### src/rtl/seg_pkg.sv
// seg_pkg: shared types and constants for the 7-segment capture slice.
// Segment bit positions, the hex glyph table and the capture FSM states.
package seg_pkg;

  localparam int SEG_A  = 0;
  localparam int SEG_B  = 1;
  localparam int SEG_C  = 2;
  localparam int SEG_D  = 3;
  localparam int SEG_E  = 4;
  localparam int SEG_F  = 5;
  localparam int SEG_G  = 6;
  localparam int SEG_DP = 7;

  typedef logic [7:0] seg_t;
  typedef logic [3:0] nib_t;

  // Active-high glyphs for 0..F, indexed by the value they show
  localparam logic [6:0] SEG_PAT [16] = '{
    7'h3F, 7'h06, 7'h5B, 7'h4F,
    7'h66, 7'h6D, 7'h7D, 7'h07,
    7'h7F, 7'h6F, 7'h77, 7'h7C,
    7'h39, 7'h5E, 7'h79, 7'h71
  };

  typedef enum logic [1:0] {
    IDLE,
    TRACK,
    HELD
  } state_t;

endpackage

### src/rtl/seg_pattern_enc.sv
// seg_pattern_enc: combinational glyph lookup, seg[6:0] -> hit/blank/value.
// Only exact glyph matches count as hits.
module seg_pattern_enc
  import seg_pkg::*;
(
  input  logic [6:0] seg,
  output logic       hit,
  output logic       blank,
  output nib_t       val
);

  always_comb begin
    hit = 1'b0;
    val = '0;
    for (int i = 0; i < 16; i++) begin
      if (seg == SEG_PAT[i]) begin
        hit = 1'b1;
        val = nib_t'(i);
      end
    end
  end

  assign blank = (seg == 7'h00);

endmodule

### src/rtl/seg_scan_capture.sv
// seg_scan_capture: recovers hex digits from a multiplexed 7-seg bus.
// Build with SEG_ERR_CNT_EN to add the err_clr input and err_cnt output.
module seg_scan_capture
  import seg_pkg::*;
#(
  parameter int NDIG       = 4,
  parameter int STABLE_CYC = 4
) (
  input  logic              clk,
  input  logic              rst_n,
  input  seg_t              seg,
  input  logic [NDIG-1:0]   an,
  output logic [4*NDIG-1:0] hex,
  output logic [NDIG-1:0]   dp,
  output logic [NDIG-1:0]   dig_valid,
  output logic              upd,
  output logic [2:0]        upd_idx,
  output logic              err
`ifdef SEG_ERR_CNT_EN
  ,
  input  logic              err_clr,
  output logic [7:0]        err_cnt
`endif
);

  localparam logic [7:0] CNT_MAX = 8'(STABLE_CYC - 1);

  logic [NDIG-1:0] s_an;
  seg_t            s_seg;
  logic [7:0]      cnt;
  state_t          state;
  state_t          state_n;
  logic            cap;
  logic            onehot;
  logic            hit;
  logic            blank;
  nib_t            val;
  logic [2:0]      idx;

  always_ff @(posedge clk or negedge rst_n) begin
    if (!rst_n) begin
      s_an  <= '0;
      s_seg <= '0;
      cnt   <= '0;
    end else begin
      s_an  <= an;
      s_seg <= seg;
      if ({an, seg} != {s_an, s_seg}) begin
        cnt <= '0;
      end else if (cnt != CNT_MAX) begin
        cnt <= cnt + 8'd1;
      end
    end
  end

  assign onehot = $onehot(s_an);

  always_comb begin
    idx = '0;
    for (int i = 0; i < NDIG; i++) begin
      if (s_an[i]) idx = 3'(i);
    end
  end

  seg_pattern_enc u_enc (
    .seg   (s_seg[SEG_G:SEG_A]),
    .hit   (hit),
    .blank (blank),
    .val   (val)
  );

  always_ff @(posedge clk or negedge rst_n) begin
    if (!rst_n) state <= IDLE;
    else        state <= state_n;
  end

  // cnt can only be 0 in HELD after the sample moved
  always_comb begin
    state_n = state;
    cap     = 1'b0;
    unique case (state)
      IDLE: begin
        if (onehot) state_n = TRACK;
      end
      TRACK: begin
        if (!onehot) begin
          state_n = IDLE;
        end else if (cnt == CNT_MAX) begin
          cap     = 1'b1;
          state_n = HELD;
        end
      end
      HELD: begin
        if (!onehot)          state_n = IDLE;
        else if (cnt == 8'd0) state_n = TRACK;
      end
      default: state_n = IDLE;
    endcase
  end

  always_ff @(posedge clk or negedge rst_n) begin
    if (!rst_n) begin
      hex       <= '0;
      dp        <= '0;
      dig_valid <= '0;
      upd       <= 1'b0;
      upd_idx   <= '0;
      err       <= 1'b0;
    end else begin
      upd <= cap && (hit || blank);
      err <= cap && !hit && !blank;
      if (cap && (hit || blank)) upd_idx <= idx;
      for (int i = 0; i < NDIG; i++) begin
        if (cap && s_an[i]) begin
          if (hit)          hex[4*i +: 4] <= val;
          if (hit || blank) dp[i]         <= s_seg[SEG_DP];
          dig_valid[i] <= hit;
        end
      end
    end
  end

`ifdef SEG_ERR_CNT_EN
  always_ff @(posedge clk or negedge rst_n) begin
    if (!rst_n) begin
      err_cnt <= '0;
    end else if (err_clr) begin
      err_cnt <= '0;
    end else if (err && err_cnt != 8'hFF) begin
      err_cnt <= err_cnt + 8'd1;
    end
  end
`endif

endmodule

### config.mk
export PLATFORM = sky130hd
export DESIGN_NAME = seg_scan_capture
export DESIGN_NICKNAME = d
export VERILOG_FILES = /design/src/rtl/seg_pkg.sv /design/src/rtl/seg_pattern_enc.sv /design/src/rtl/seg_scan_capture.sv
export SDC_FILE = /design/constraint.sdc
export NUM_CORES = 1
export LEC_CHECK = 0
export BUFFER_PORTS_ARGS = -buffer_cell sky130_fd_sc_hd__clkbuf_2
export CORE_MARGIN = 2
export CORE_UTILIZATION = 56
export DETAILED_ROUTE_END_ITERATION = 16
export MAX_ROUTING_LAYER = met4
export PLACE_DENSITY = 0.85
export SLEW_MARGIN = 20
export SYNTH_ARGS = -nofsm -noshare
export SYNTH_HDL_FRONTEND = slang
export SYNTH_SLANG_ARGS = --single-unit
### constraint.sdc
create_clock -name clk -period 3.5 [get_ports clk]
set_clock_uncertainty 0.15 [all_clocks]
set_input_delay 0.7 -clock clk [delete_from_list [all_inputs] [get_ports clk]]
set_output_delay 0.7 -clock clk [all_outputs]
set_load 0.02 [all_outputs]
# [Yosys cells after proc, flatten, opt, wreduce, memory -nomap -nowiden]
# Cells that the tools add are included.
[word_totals] reg_bits=51 latch_bits=0 ram_bits=0 rom_bits=0 output_inout_bits=29 elab_cells=116 memories=0
[classes] addsub=4 mul=0 div_mod_pow=0 n_lt_le_gt_ge=0 n_eq_ne=25 shift=0 mux=45 bitwise=0 reduce_logical=23
[op_table] operator="== test 7 bit, second input constant" count=12
[op_table] operator="two-way mux 4 bit" count=8
[op_table] operator="two-way mux 1 bit" count=21
[op_table] operator="two-way mux 3 bit" count=6
[op_table] operator="two-way mux 8 bit" count=2
[op_table] operator="AND reduction 2 bit" count=8
[op_table] operator="== test 7 x 3 -> 1 bit, second input constant" count=2
[op_table] operator="== test 7 x 6 -> 1 bit, second input constant" count=2
[op_table] operator="two-way mux 2 bit" count=7
[op_table] operator="inequality test 12 bit" count=1
[op_table] operator="adder 8 x 1 -> 8 bit, second input constant" count=1
[op_table] operator="== test 8 x 2 -> 1 bit, second input constant" count=1
[op_table] operator="logical NOT 8 bit" count=1
[op_table] operator="inequality test 8 x 2 -> 1 bit, second input constant" count=1
[op_table] operator="logical AND 1 bit" count=7
[op_table] operator="logical NOT 7 bit" count=1
[op_table] operator="inequality test 3 bit, second input constant" count=2
[op_table] operator="one-hot mux 2 bit (3 select lines)" count=1
[op_table] operator="adder 1 x 1 -> 2 bit" count=2
[op_table] operator="adder 2 x 2 -> 3 bit" count=1
[op_table] operator="== test 3 x 1 -> 1 bit, second input constant" count=1
[op_table] operator="AND reduction 3 bit" count=1
[op_table] operator="== test 2 x 1 -> 1 bit, second input constant" count=1
[op_table] operator="== test 2 bit, second input constant" count=1
[op_table] operator="5 further kinds" count=6

# [Longest topological paths before layout]
# Gate-level depths: netlist of run 1.
[depth] word_depth=20 depth_mapped=10 depth_no_buf=10

# [By module]
# Synthesis of run 1 repeated with hierarchy kept, for this count alone.
[hier_totals] hier_cells=228 hier_area_um2=2640.0
[by_module_without_submodules] module="seg_scan_capture" instances=1 cells_per_inst=166 area_per_inst_um2=2238.4
[by_module_without_submodules] module="seg_pattern_enc" instances=1 cells_per_inst=62 area_per_inst_um2=401.6

# [Worst setup path before layout of run 1]
# No wires, ideal clock.
[synth_path] path_type="register to register" startpoint="register s_an[0]" endpoint="register dp[1]" setup_time_ns=0.125 arrival_time_ns=2.870 t_required_ns=3.225 setup_slack_ns=0.355 path_stages_with_launch=11 path_cell_list="dfrtp_1 > inv_1 > fa_1 > inv_1 > ha_1 > ha_1 > nor3b_1 > and2_1 > nand3_1 > a31oi_1 > mux2_2"
[synth_via] elab_chain_cells=7
[synth_rtl] item="from (decl)" line_no="seg_scan_capture.sv:28" rtl="logic [NDIG-1:0] s_an;"
[synth_rtl] item="from (signal assigned)" line_no="seg_scan_capture.sv:46" rtl="s_an <= an;"
[synth_rtl] item="adder 1 x 1 -> 2 bit (implied by the code)" line_no="seg_scan_capture.sv:56" rtl="assign onehot = $onehot(s_an);"
[synth_rtl] item="adder 2 x 2 -> 3 bit (implied by the code)" line_no="seg_scan_capture.sv:56"
[synth_rtl] item="== test 3 x 1 -> 1 bit" line_no="seg_scan_capture.sv:56"
[synth_rtl] item="two-way mux 1 bit" line_no="seg_scan_capture.sv:86" rtl="if (!onehot) begin"
[synth_rtl] item="two-way mux 1 bit" line_no="seg_scan_capture.sv:81" rtl="unique case (state)"
[synth_rtl] item="logical AND 1 bit" line_no="seg_scan_capture.sv:114" rtl="if (cap && s_an[i]) begin"
[synth_rtl] item="AND reduction 2 bit (no line)"
[synth_rtl] item="to (signal, indexed assignment)" line_no="seg_scan_capture.sv:116" rtl="if (hit || blank) dp[i] <= s_seg[SEG_DP];"
[synth_rtl] item="to (decl)" line_no="seg_scan_capture.sv:14" rtl="output logic [NDIG-1:0] dp,"
# No other way between the ends.
# A chain may end at the register's enable or synchronous reset.

# [Final worst setup path of run 1]
# Ends and elaborated chain as after synthesis.

==> results of run 1 <==
through the flow:
| stage | area (µm²) | hold WS, ps |
|---|---|---|
| 3_3_place_gp | 2808 | 313.5 |
| 2_1_floorplan | 2564 | 254.4 |
| 4_1_cts | 2925 | 151.9 |
| 5_1_grt | 2925 | 166.4 |
| 6_report | 2925 | 144.4 |
| 3_5_place_dp | 2808 | 316.8 |
registers in the layout, indices dropped and copies added, names as in the netlist:
signal / count
dp: 4
err: 1
cnt: 8
upd_idx: 2
dig_valid: 4
state: 2
hex: 16
upd: 1
s_seg: 8
s_an: 4
cell families (layout without fill, tap and decap cells):
kind of cell / Yosys count / after routing
AND/OR/NAND/NOR: 72 / 72
AO/OA/AOI/OAI: 51 / 51
flip-flops: 50 / 50
buffers and inverters: 27 / 69
XOR/XNOR: 21 / 21
multiplexers: 7 / 7
adder cells (fa/ha/maj): 6 / 6
other: 1 / 1
metal layers:
metal,vias up,GRT usage (%),wire length [µm]
li1,937,-,-
met3,8,4.360,264
met2,65,32.41,2269
met4,0,6.709,75
met1,919,31.46,2496
met5,-,-,0
final cells by class:
cell class,instances,area share [%]
inverters,15,1.925
clock inverters,3,1.668
flip-flops and latches,50,42.77
multi-input cells,158,40.76
clock buffers,5,2.352
repair buffers,46,8.298
well taps,52,2.224
worst reg2reg max path, stage by stage, from the launching register on:
cell and delay [ps]:
dfrtp_1 430, inv_1 80, fa_1 530, inv_1 40, ha_1 170, ha_1 270
nor3b_1 250, and2_1 260, nand3_1 250, a31oi_1 260, mux2_2 350
synth_stat cells (2+ instances only):
cell type   n  area [µm²]
a31oi_1     4       25.02
nor2_1     10       37.54
xnor2_1     4       35.03
clkbuf_1    3       11.26
a211oi_1    2       15.01
o32a_1      4       40.04
and3_1      2       12.51
mux2i_1     2       20.02
and2_1      3       18.77
nor3_1      3       15.01
o21ai_0     9       45.04
a21oi_2     4       35.03
inv_1      15       56.30
buf_2       6       30.03
or4_1       2       15.01
o211ai_1    2       15.01
or3b_2      3       26.28
nor4_1      3       18.77
mux2_1      2       22.52
dfrtp_1    50        1251
o22a_1      4       35.03
a21oi_1     2       10.01
ha_1        4       50.05
nand3_1    15       75.07
nand2_1     5       18.77
nand4_1     5       31.28
o22ai_1     7       43.79
nand3b_1    3       22.52
xor2_1     17       148.9
mux2_2      3       33.78
a21o_1      5       37.54
or3_1       2       12.51
nor2b_1     2       12.51
or2_0       4       25.02
power by group through the flow:
stage	combinational [mW]	sequential [mW]	clock (mW)
floorplan	0.0635	0.605	0
global placement	0.0870	0.619	0
detailed placement	0.0883	0.619	0
CTS	0.0893	0.608	0.429
global route	0.101	0.611	0.456
finish	0.0884	0.608	0.422
path summary, 6_finish.rpt:
path	from	end	slack (ps)	cells after the start
setup / recovery	s_an[0]	dp[1]	350	10
hold / removal	rst_n	hex[11]	140	1
setup reg to reg	s_an[0]	dp[1]	350	10
hold reg to reg	dig_valid[2]	dig_valid[2]	340	1
max in group asynchronous	rst_n	s_seg[3]	2290	2
min in group clk	dig_valid[2]	dig_valid[2]	340	1
==> key figures, run 1 <==
Placed design
  – Final GP Congestion: roughly 0.87
  – Post-place setup slack: about 380 ps
  – IO Port Bufs: about 40
  – Placed cells: roughly 320
  – Hpwl dp: approximately 3800 µm

Die
  – CORE AREA: 4384 µm²
  – Die Width: about 72 µm
  – Starting Density: 58.48%
  – # rows: 24
  – Full die area: 5135 µm²
  – Num ports: between 40 and 50
  – Height of the die: just over 70 µm

Clock tree
  – H-tree depth: 2
  – CTS tree: done
  – Post-CTS Resized: 0
  – Worst-path clk slew: 100 ps
  – Clock buffer count from CTS: 5
  – Latest clock arrival within the worst-skew pair: just over 300 ps
  – CTS max path bufs: 2
  – Setup repair bufs after CTS: 0
  – Clk sink count: 50
  – CTS hold repair buffers: 0
  – Clk root buf: clkbuf_8

Setup path
  – Crit path max fanout: 7
  – Max incr delay on CP: ~530 ps
  – WP buf/inv: 2
  – Master of the slowest instance on the critical path: fa_1
  – Kind of critical path: flip-flop to flip-flop
  – CP required: approximately 3600 ps
  – Crit path DAT: ~3200 ps
  – Worst path top cell family by delay: adder cells
  – Critical path capture point type: flip-flop
  – Startpoint Class: flip-flop
  – Worst path cell trace: inv_1 -> fa_1 -> inv_1 -> ha_1 -> ha_1 -> nor3b_1 -> and2_1 -> nand3_1 -> a31oi_1 -> mux2_2

Finish
  – Most frequent cells in the layout: dfrtp_1, clkbuf_2, xor2_1
  – Register area: approximately 1300 µm²
  – Layout cell share with drive strength beyond 1: 25.27%
  – Final nets: between 200 and 300
  – Layout Cells excl Fill: roughly 330
  – # diodes: 0
  – Filler Cell Count: approximately 340
  – Area taken by multi-input logic gates: roughly 1200 µm²
  – Commonest non-fill, non-tap cell in the layout: dfrtp_1
  – Area grow syn2layout: 14.10%
  – Finished Core Util: approximately two thirds

Logic synthesis
  – Post-synth ARST share: between 90% and 100%
  – #FFs+latches synth: 50
  – Synth Area per Inst: between 10 and 15 µm²
  – Sequential share of the synthesized area: between 40% and 50%
  – Compound-Gate Fraction of Synth Area: approximately 15%
  – Syn Inst Count: 235
  – Largest family of logic cells by synthesized area: simple AND/OR/NAND/NOR gates
  – Post-synth EDFFs: 0
  – Syn nets: 254
  – Post-Syn Area: 2564 µm²
  – Simple-Gate Fraction of Synth Area: a little under a fifth
  – Leading register cell type out of synthesis: dfrtp_1
  – Yosys cell types: 58
  – Post-Synth Adder-Cell Area: between 3 and 4%
  – Yosys warning count: 0
  – XOR/XNOR Fraction of Synth Area: under 10%
  – Mux cell area share after synthesis: about 3%

Detailed routing
  – Routed wire length: just over 5000 µm
  – Drt wl/cell: around 16 µm
  – Drc violations: 0
  – Total iterations of the first detailed-routing run: 4
  – DR vias/cell: approximately 5.9
  – DR vias: just under 2000
  – Initial DRC Count: approximately 110
  – Final ANT Viol Nets: 0

Run status
  – Status: finished, final reports clean

Pwr
  – Leakage power: about 1.4 nW
  – Sequential power share: 54.4%
  – PD cells: ~380 nW/µm²
  – Clk network pwr share: a little under two fifths
  – Cell Int Power: between 800 and 900 µW
  – Comb power frac: under 10%
  – Sw Share: between 20% and 30%
  – Max IR drop VDD: around 0.00024 V
  – NetSw: around 280 µW
  – Overall Power: approximately 1.1 mW

Timing
  – Slew HR: 52.00%
  – Slew Limit Fails: 0
  – Crit share post-route: 90.10%
  – Total negative slack: 0 ps
  – Min Tclk post-route: about 3200 ps
  – RSZ-0062 raised after global routing: false
  – Setup WS post-layout: about 350 ps
  – Achievable clock frequency: around 320 MHz
  – Final Hold Violating Endpoints: 0
  – Worst-Margin Slew: a little over 700 ps
  – Setup-failing EPs final: 0

GRT
  – Initial antenna violation count: 0
  – Largest net degree at the start of global routing: 35
  – GR Util All Layers: between 20% and 30%
  – First-pass GRT wire length: between 8000 and 9000 µm
  – GRT overflow: 0
  – Number of global-route vias before repair: about 1800

Job
  – Total of max-cap violations: 0

Hold path
  – Hold Crit Class: input port to async pin
Note: power is estimated with default switching activity, not from simulation.
==> run 2: changes to the inputs <==
Settings changed: GPL_TIMING_DRIVEN set to 0.
==> key figures, run 2 (synthesis gave the netlist of run 1 again) <==
Run status
  – Status: finished, final reports clean

Finish
  – Final nets: 302 (+2.4%)
  – Layout cell share with drive strength beyond 1: 27.11% (+1.8 points)
  – Largest register FFs: 16 (unchanged)
  – # diodes: 0 (unchanged)
  – Commonest non-fill, non-tap cell in the layout: dfrtp_1
  – Design area: 3000 µm² (+2.6%)
  – Largest register by flop count: hex
  – Top Registers: hex: 16 flops, cnt: 8 flops, s_seg: 8 flops
  – Layout Cells excl Fill: 336 (+2.1%)
  – Area grow syn2layout: 17.03%
  – Most frequent cells in the layout: dfrtp_1, clkbuf_2, xor2_1

Clock tree
  – CTS max path bufs: 2 (unchanged)
  – Worst-path clk slew: 100 ps (about the same)
  – Clk root buf: clkbuf_8
  – CTS hold repair buffers: 0 (unchanged)
  – CTS tree: done
  – Clock buffer count from CTS: 5 (unchanged)
  – Setup repair bufs after CTS: 0 (unchanged)
  – Latest clock arrival within the worst-skew pair: 310 ps (about the same)
  – Clk sink count: 50 (unchanged)
  – H-tree depth: 2 (unchanged)

Pwr
  – PD cells: 396.5 nW/µm² (+3.7%)
  – Cell Int Power: 912.6 µW (+8.6%)
  – Clk network pwr share: 40.7% (+3.0 points)
  – Sequential power share: 50.3% (-4.1 points)
  – Max IR drop VDD: 0.0002879 V (+20%)
  – Leakage power: 1.381 nW (+2.2%)
  – NetSw: 277.0 µW (-0.47%)
  – Comb power frac: 9.0% (+1.1 points)
  – Sw Share: 23.29% (-1.6 points)

Timing
  – Setup WS post-layout: 176.9 ps (-169.8 ps)
  – Achievable clock frequency: 300.9 MHz (-5.1%)
  – Slew HR: 48.03% (-4.0 points)
  – Final Hold Violating Endpoints: 0 (unchanged)
  – Worst-Margin Slew: 768.7 ps (+58.64 ps)
  – Slew Limit Fails: 0 (unchanged)
  – Min Tclk post-route: 3323 ps (+169.8 ps)
  – Crit share post-route: 94.95% (+4.9 points)
  – Setup-failing EPs final: 0 (unchanged)

GRT
  – Gr busiest metal: met2
  – GR Util All Layers: 23.92% (+1.7 points)
  – M3 GR Usage: 3.797% (-0.56 points)
  – Number of global-route vias before repair: 1903 (+3.4%)
  – GRT overflow: 0 (unchanged)
  – Largest net degree at the start of global routing: 51 (+46%)
  – Initial antenna violation count: 0 (unchanged)
  – Grt met1 use: 34.26% (+2.8 points)
  – Met2 Use GR: 34.98% (+2.6 points)
  – First-pass GRT wire length: 9363 µm (+6.8%)

Detailed routing
  – Drc violations: 0 (unchanged)
  – Initial DRC Count: 172 (+51%)
  – Routed wire length: 5380 µm (+5.4%)
  – Final ANT Viol Nets: 0 (unchanged)
  – Drt wl/cell: 16.01 µm (+3.2%)
  – DR vias: 2020 (+4.7%)
  – DR vias/cell: 6.012 (+2.5%)
  – Total iterations of the first detailed-routing run: 6 (+2)

Setup path
  – Worst path cell trace: inv_1 -> fa_1 -> inv_1 -> ha_1 -> ha_1 -> nor3b_4 -> and2_1 -> nand3_2 -> a31oi_1 -> mux2_1
  – Crit path DAT: 3360 ps (+160 ps)
  – Kind of critical path: flip-flop to flip-flop
  – Worst r2r src: s_an[3]
  – Critical path capture point type: flip-flop
  – Crit path max fanout: 7 (unchanged)
  – Worst path top cell family by delay: adder cells
  – Startpoint Class: flip-flop
  – Master of the slowest instance on the critical path: fa_1
  – Cell count of the worst reg-to-reg path: 10 (unchanged)
  – Max incr delay on CP: 490 ps (-40 ps)
  – R2R Setup Slk: 180 ps (-170 ps)
  – R2r endpoint: dp[0]
  – CP required: 3540 ps (about the same)
  – WP buf/inv: 2 (unchanged)

Placed design
  – Final GP Congestion: 0.9456 (+8.6%)
  – DP Area: 2836 µm² (+1.0%)
  – Hpwl dp: 3844 µm (+1.6%)
  – Placed cells: 328 (+2.2%)
  – IO Port Bufs: 41 (unchanged)
  – Post-place setup slack: -78.17 ps (-458.2 ps)

Die
  – Die Width: 71.66 µm (unchanged)
  – CORE AREA: 4384 µm² (unchanged)
  – Height of the die: 71.66 µm (unchanged)
  – Full die area: 5135 µm² (unchanged)
  – Starting Density: 58.48% (unchanged)
  – # rows: 24 (unchanged)
  – Num ports: 43 (unchanged)

Hold path
  – Hold Crit Class: input port to async pin

Job
  – Total of max-cap violations: 0 (unchanged)
## run 2: layout make-up
type,instances,area (µm²)
plain buffers,12,63.81
flip-flops and latches,50,1251
inverters,15,56.30
clock buffers,5,68.82
fillers,322,1384
clock inverters,3,68.82
repair buffers,41,207.7
multi-input cells,158,1219
well taps,52,65.06
## run 2: metrics by stage
stage	setup TNS (ps)	hold WS (ps)	power (mW)	util (%)
6_report	0	286.4	1.190	68.44
4_1_cts	0	314.3	1.182	67.95
3_5_place_dp	-173.5	314.9	0.7079	64.70
3_3_place_gp	0	309.4	0.7041	64.64
2_1_floorplan	0	254.4	0.6688	-
5_1_grt	-17.44	347.2	1.236	68.44
## run 2: timing repair
action	in CTS	in global routing
gates resized for setup	1	4
endpoints found under the setup margin	3	4
endpoints found under the hold margin	0	0
## run 2: worst reg2reg max path: cells and delay by family (launching register included)
family	cells	cell delay (ps)
DFF	1	480
muxes	1	350
buffers and inverters	2	160
and+or+nand+nor	3	840
AOI/OAI and AO/OA	1	260
adders and majority gates	3	970
## run 2: power groups by stage
stage               registers [mW]  logic, mW  clock network [mW]
finish                       0.598      0.107               0.485
global route                 0.599      0.120               0.517
CTS                          0.597      0.102               0.483
detailed placement           0.608     0.0994                   0
global placement             0.608     0.0961                   0
floorplan                    0.605     0.0635                   0
## run 2: per-layer routing
| layer | vias up | wire length (µm) |
|---|---|---|
| li1 | 953 | - |
| met1 | 985 | 2465 |
| met2 | 75 | 2519 |
| met3 | 7 | 328 |
| met4 | 0 | 67 |
| met5 | - | 0 |
## run 2: worst max-delay path by stage
stage	from	to	slack, ps	depth (start not counted)
after floorplan	s_an[0]	dp[1]	360	10
after global routing	s_an[0]	dp[1]	-20	10
after global placement	s_an[0]	dp[3]	4	10
final	s_an[3]	dp[0]	180	10
after CTS	s_an[0]	dp[1]	110	10
after detailed placement	s_an[0]	dp[1]	-80	10
